===== src/rtl/prince_pkg.sv =====
// Shared types and constants for the masked PRINCE shell: FSM states and PRNG lane geometry.
// The Galois LFSR step lives here so that every lane uses the same polynomial.
package prince_pkg;

    typedef enum logic [1:0] {
        IDLE,
        START,
        RUN,
        OUT
    } state_t;

    localparam int unsigned LANES  = 9;
    localparam int unsigned LANE_W = 32;

    // Right-shifting Galois form of x^32 + x^22 + x^2 + x + 1
    localparam logic [LANE_W-1:0] LFSR_TAPS = 32'h8020_0003;

    localparam logic [LANES*LANE_W-1:0] SEED_INIT_DEF = {
        32'h6A09_E667, 32'hBB67_AE85, 32'h3C6E_F372,
        32'hA54F_F53A, 32'h510E_527F, 32'h9B05_688C,
        32'h1F83_D9AB, 32'h5BE0_CD19, 32'h0000_0001
    };

    function automatic logic [LANE_W-1:0] lfsr_step(input logic [LANE_W-1:0] s);
        return s[0] ? ((s >> 1) ^ LFSR_TAPS) : (s >> 1);
    endfunction

endpackage


===== src/rtl/prince_prng.sv =====
// Fresh-randomness source for the masked core: nine independent 32-bit Galois LFSR lanes
// that advance every cycle, with a reseed port that never lets a lane become all-zero.
module prince_prng
    import prince_pkg::*;
#(
    parameter logic [LANES*LANE_W-1:0] SEED_INIT = SEED_INIT_DEF
) (
    input  logic                      clk,
    input  logic                      reset,
    input  logic                      load,
    input  logic [LANES*LANE_W-1:0]   seed,
    output logic [LANES*LANE_W-1:0]   prng
);

    logic [LANES-1:0][LANE_W-1:0] lanes;

    // An all-zero lane would lock up, so it falls back to its reset value.
    always_ff @(posedge clk or posedge reset) begin
        if (reset) begin
            lanes <= SEED_INIT;
        end else begin
            for (int unsigned i = 0; i < LANES; i++) begin
                if (load) begin
                    if (seed[i*LANE_W +: LANE_W] == '0) begin
                        lanes[i] <= SEED_INIT[i*LANE_W +: LANE_W];
                    end else begin
                        lanes[i] <= seed[i*LANE_W +: LANE_W];
                    end
                end else begin
                    lanes[i] <= lfsr_step(lanes[i]);
                end
            end
        end
    end

    assign prng = lanes;

endmodule


===== src/rtl/prince_mask_shell.sv =====
// Shell around the two-share masked PRINCE core: masks requests into shares, sequences the core,
// recombines its output shares, and guards against a core that never finishes.
module prince_mask_shell
    import prince_pkg::*;
#(
    parameter int unsigned             TIMEOUT   = 64,
    parameter logic [LANES*LANE_W-1:0] SEED_INIT = SEED_INIT_DEF
) (
    input  logic          clk,
    input  logic          reset,
    input  logic          in_valid,
    output logic          in_ready,
    input  logic [63:0]   in_data,
    input  logic [127:0]  in_key,
    input  logic          in_dec,
    input  logic          seed_valid,
    input  logic [287:0]  seed,
    output logic          out_valid,
    input  logic          out_ready,
    output logic [63:0]   out_data,
    output logic          err_timeout,
    output logic          core_go,
    output logic          core_dec,
    output logic [127:0]  core_key,
    output logic [287:0]  core_prng,
    output logic [63:0]   core_share0,
    output logic [63:0]   core_share1,
    input  logic [63:0]   core_sh0_in,
    input  logic [63:0]   core_sh1_in,
    input  logic          core_done
);

    localparam int unsigned    CW       = $clog2(TIMEOUT + 1);
    localparam logic [CW-1:0]  CNT_LAST = CW'(TIMEOUT - 1);

    state_t        state;
    state_t        state_next;
    logic [CW-1:0] cnt;
    logic          accept;
    logic          prng_load;
    logic          tmo_hit;

    assign accept    = in_valid && in_ready;
    assign prng_load = seed_valid && (state == IDLE);
    assign tmo_hit   = (cnt == CNT_LAST);

    prince_prng #(
        .SEED_INIT (SEED_INIT)
    ) u_prng (
        .clk   (clk),
        .reset (reset),
        .load  (prng_load),
        .seed  (seed),
        .prng  (core_prng)
    );

    always_ff @(posedge clk or posedge reset) begin
        if (reset) begin
            state <= IDLE;
        end else begin
            state <= state_next;
        end
    end

    always_comb begin
        state_next = state;
        in_ready   = 1'b0;
        core_go    = 1'b0;
        out_valid  = 1'b0;
        case (state)
            IDLE: begin
                in_ready = !seed_valid;
                if (in_valid && !seed_valid) begin
                    state_next = START;
                end
            end
            START: begin
                core_go    = 1'b1;
                state_next = RUN;
            end
            RUN: begin
                if (core_done || tmo_hit) begin
                    state_next = OUT;
                end
            end
            OUT: begin
                out_valid = 1'b1;
                if (out_ready) begin
                    state_next = IDLE;
                end
            end
        endcase
    end

    // Only the shares are stored; the plaintext itself never lands in a flop.
    always_ff @(posedge clk or posedge reset) begin
        if (reset) begin
            core_share0 <= '0;
            core_share1 <= '0;
            core_key    <= '0;
            core_dec    <= 1'b0;
            cnt         <= '0;
            out_data    <= '0;
            err_timeout <= 1'b0;
        end else begin
            if (accept) begin
                core_share0 <= in_data ^ core_prng[63:0];
                core_share1 <= core_prng[63:0];
                core_key    <= in_key;
                core_dec    <= in_dec;
            end
            if (state == START) begin
                cnt <= '0;
            end else if (state == RUN) begin
                cnt <= cnt + CW'(1);
            end
            // A done arriving on the last allowed cycle still counts as success.
            if (state == RUN) begin
                if (core_done) begin
                    out_data <= core_sh0_in ^ core_sh1_in;
                end else if (tmo_hit) begin
                    out_data    <= '0;
                    err_timeout <= 1'b1;
                end
            end
        end
    end

endmodule


===== config.mk =====
export PLATFORM = sky130hd
export DESIGN_NAME = prince_mask_shell
export DESIGN_NICKNAME = d
export VERILOG_FILES = /design/src/rtl/prince_pkg.sv /design/src/rtl/prince_prng.sv /design/src/rtl/prince_mask_shell.sv
export SDC_FILE = /design/constraint.sdc
export NUM_CORES = 2
export LEC_CHECK = 0
export BUFFER_PORTS_ARGS = -buffer_cell sky130_fd_sc_hd__buf_2
export CELL_PAD_IN_SITES_DETAIL_PLACEMENT = 0
export CELL_PAD_IN_SITES_GLOBAL_PLACEMENT = 1
export CORE_AREA = 2 2 478 480
export CTS_BUF_LIST = sky130_fd_sc_hd__clkbuf_16
export DETAILED_ROUTE_END_ITERATION = 10
export DIE_AREA = 0 0 480 482
export PLACE_DENSITY_LB_ADDON = 0.2
export SYNTH_ARGS = -nofsm -noshare
export SYNTH_HDL_FRONTEND = slang
export SYNTH_SLANG_ARGS = --single-unit
export TNS_END_PERCENT = 10

===== constraint.sdc =====
create_clock -name clk -period 60.2 [get_ports clk]
set_clock_uncertainty 0.2 [all_clocks]
set_input_delay 9.03 -clock clk [delete_from_list [all_inputs] [get_ports clk]]
set_output_delay 9.03 -clock clk [all_outputs]
set_load 0.01 [all_outputs]

==> results.toml <==
[timing]
hold_viol_final = 0
setup_violations = 0
max_freq_mhz = 52.3
final.period_utilization_pct = 31.8
timing.final.crit_period_ns = 19.12
worst_slack_ns = 41.08
slew_violations = 0
holdWs_ns = 0.266
worst_pin_slew_ns = 1.06
finalSetupTns_ns = 0
relSlewSlack_pct = 29.1
rsz0062_at_grt = "no"

[route]
vias_per_cell = 3.40
drc_errors = 0
drtPass1Iterations = 5
drt_iter0_drc = 902
antenna_left = 0
drt_wl_total_um = 154000
wl_per_cell_um = 22.9
vias = 22836

[floorplan]
num_io_pins = 1228
die_y_um = 482
start_util_pct = 11.3
rows = 175
die_x_um = 480
dieArea_mm2 = 0.231
core_mm2 = 0.226

[pwr]
p_leak_nw = 18.1
p_per_area_mw_per_mm2 = 57.1
irDropWorstVdd_v = 0.0000207

[finish]
nNetsFinal = 4244
stdcell_count = 6721
multi_input_comb_area_mm2 = 0.00904
syn2layout_area_growth_pct = 49.0
layout-drive-gt1-share_pct = 41.2
ff_latch_area_mm2 = 0.0157
fin_util_pct = 16.8
fillCellCount = 25666

[run_status]
status = "completed"

[clocking]
numCtsBuffers = 90
cts_setup_buffers = 0
path_clk_slew_ns = 0.06
ctsHoldBuffers = 0
clock_path_buffers = 3
cts_tree = "built"
cts-resized-gates = 0
clock_latency_ns = 0.72
root_buffer = "clkbuf_16"
clock_sinks = 619
htreeDepth = 3

[hold_path]
min-delay-start = "err_timeout"
holdCritPathClass = "reg2reg"

[logic_synthesis]
yosysUniqueCellTypes = 36
yosys.area.top_type = "dfrtp_1"
syn_nets = 3031
avgSynthCellArea_um2 = 10.6
yosys_warnings = 0
synth_area_leaders = "dfrtp_1, dfstp_2, mux2_1"
synth_cells = 2411
synth_seq_area_share_pct = 61.3
synthFlopType = "dfrtp_1"
synth_top_area_share_pct = 47.2
syn_area_mm2 = 0.0255
synth_edf_count = 0
synthArstFlopShare_pct = 100
synth_seq_cells = 619

[flow_run]
cap_violations = 0

[critical_path]
path_max_fanout = 4
critPathKind = "in2out"
cp.required_ns = 50.97
critPathLaunchType = "input port"
crit_path_start = "seed_valid"
timing.rr.start = "state[0]"
critPathCaptureType = "primary output"
arrival_ns = 9.89

[placement]
dp_hpwl_um = 123000
gp_congestion = 0.858
place_ws_ns = 41.00
port_buffers = 1227
placed_cells = 6541

[grt]
track_usage_pct = 12.8
antenna_found_initial = 79
overflow = 0
grt_max_degree = 144
grt_pass1_vias = 24121
grt_pass1_wl_um = 207000
[cells by family (layout without fill, tap and decap cells)]
| group | Yosys count | after routing | synth area share (%) |
|---|---|---|---|
| multiplexers | 197 | 197 | 8.67 |
| AND/OR/NAND/NOR | 934 | 934 | 15.1 |
| AO/OA/AOI/OAI | 294 | 294 | 5.97 |
| flip-flops | 619 | 619 | 61.3 |
| adder cells (fa/ha/maj) | 5 | 5 | 0.245 |
| buffers and inverters | 207 | 1491 | 3.42 |
| other | 0 | 17 | 0 |
| XOR/XNOR | 155 | 155 | 5.31 |
[worst max-delay path, stage by stage]
cell and delay (ns):
buf_2 0.16, and2b_1 0.44, buf_2 0.25
[final timing paths]
path / end / slack [ns] / depth (start not counted)
worst max-delay path: in_ready / 41.08 / 3
worst min-delay path: err_timeout / 0.27 / 1
worst max register to register: u_prng.prng[21] / 55.50 / 7
worst min register to register: err_timeout / 0.27 / 1
max in group asynchronous: u_prng.prng[259] / 48.04 / 6
min in group asynchronous: out_data[53] / 8.25 / 2
[power by group]
part,switching [mW],internal [mW]
Combinational,0.502,0.307
Clock,0.222,0.307
Sequential,0.174,0.661
[per-layer routing]
layer	global-route usage (%)	vias to the layer above	wire, um
met5	0	-	315
met4	3.23	52	4170
met3	5.69	259	15500
met2	23.1	991	77600
met1	13.5	11096	56300
li1	-	10438	-
[area by class of cell]
class,count,area share [%]
Antenna cell,17,0.112
Sequential cell,619,41.1
Timing Repair Buffer,1256,16.8
Inverter,72,0.730
Tap cell,3009,9.89
Multi-Input combinational cell,1585,23.8
Clock buffer,92,6.05
Clock inverter,71,1.55
[cells in the mapped netlist, types with 2 or more instances]
cell,n
buf_6,2
buf_1,13
o21ai_0,13
buf_4,12
xnor2_1,91
and3_1,2
nand2_1,500
a21oi_1,124
clkbuf_1,79
nand3_1,65
or2_1,8
buf_2,29
xor2_1,64
inv_1,72
mux2i_1,3
nor2_1,264
mux2_1,193
nor4_1,72
ha_1,5
dfstp_2,137
a22oi_1,13
o21ai_1,137
o21a_1,2
dfrtp_1,482
nand4_1,18
[cells in the final DEF (no fill, tap or decap), types with 4 or more instances in the layout]
cell       Yosys  final
dfstp_2      137    137
nand4_1       18     18
nand3_1       65     65
nor4_1        72     72
mux2_1       193    193
a22oi_1       13     13
o21ai_0       13     13
ha_1           5      4
xor2_1        64     64
nand2_1      500    499
buf_4         12     27
xnor2_1       91     91
nor2_1       264    264
a21oi_1      124    124
diode_2        0     17
dfrtp_1      482    482
o21ai_1      137    137
clkbuf_16      0     92
buf_2         29   1227
clkinv_1       0     10
or2_1          8      8
inv_1         72    103
clkinv_2       0     11
bufinv_16      0      7
[through the flow]
| step | power (mW) | cell area [um^2] |
|---|---|---|
| floorplan | 1.18 | 25500 |
| global route | 2.34 | 38000 |
| detailed placement | 1.69 | 35100 |
| finish | 2.17 | 38100 |
| CTS | 2.24 | 38000 |
| global placement | 1.69 | 35100 |
[registers in the layout, summed over array words and instances (netlist names)]
register,flops
u_prng.prng,288
core_key,128
core_share0,64
core_share1,64
out_data,64
cnt,7
state,2
core_dec,1
err_timeout,1
(Power assumes the default switching activity.)
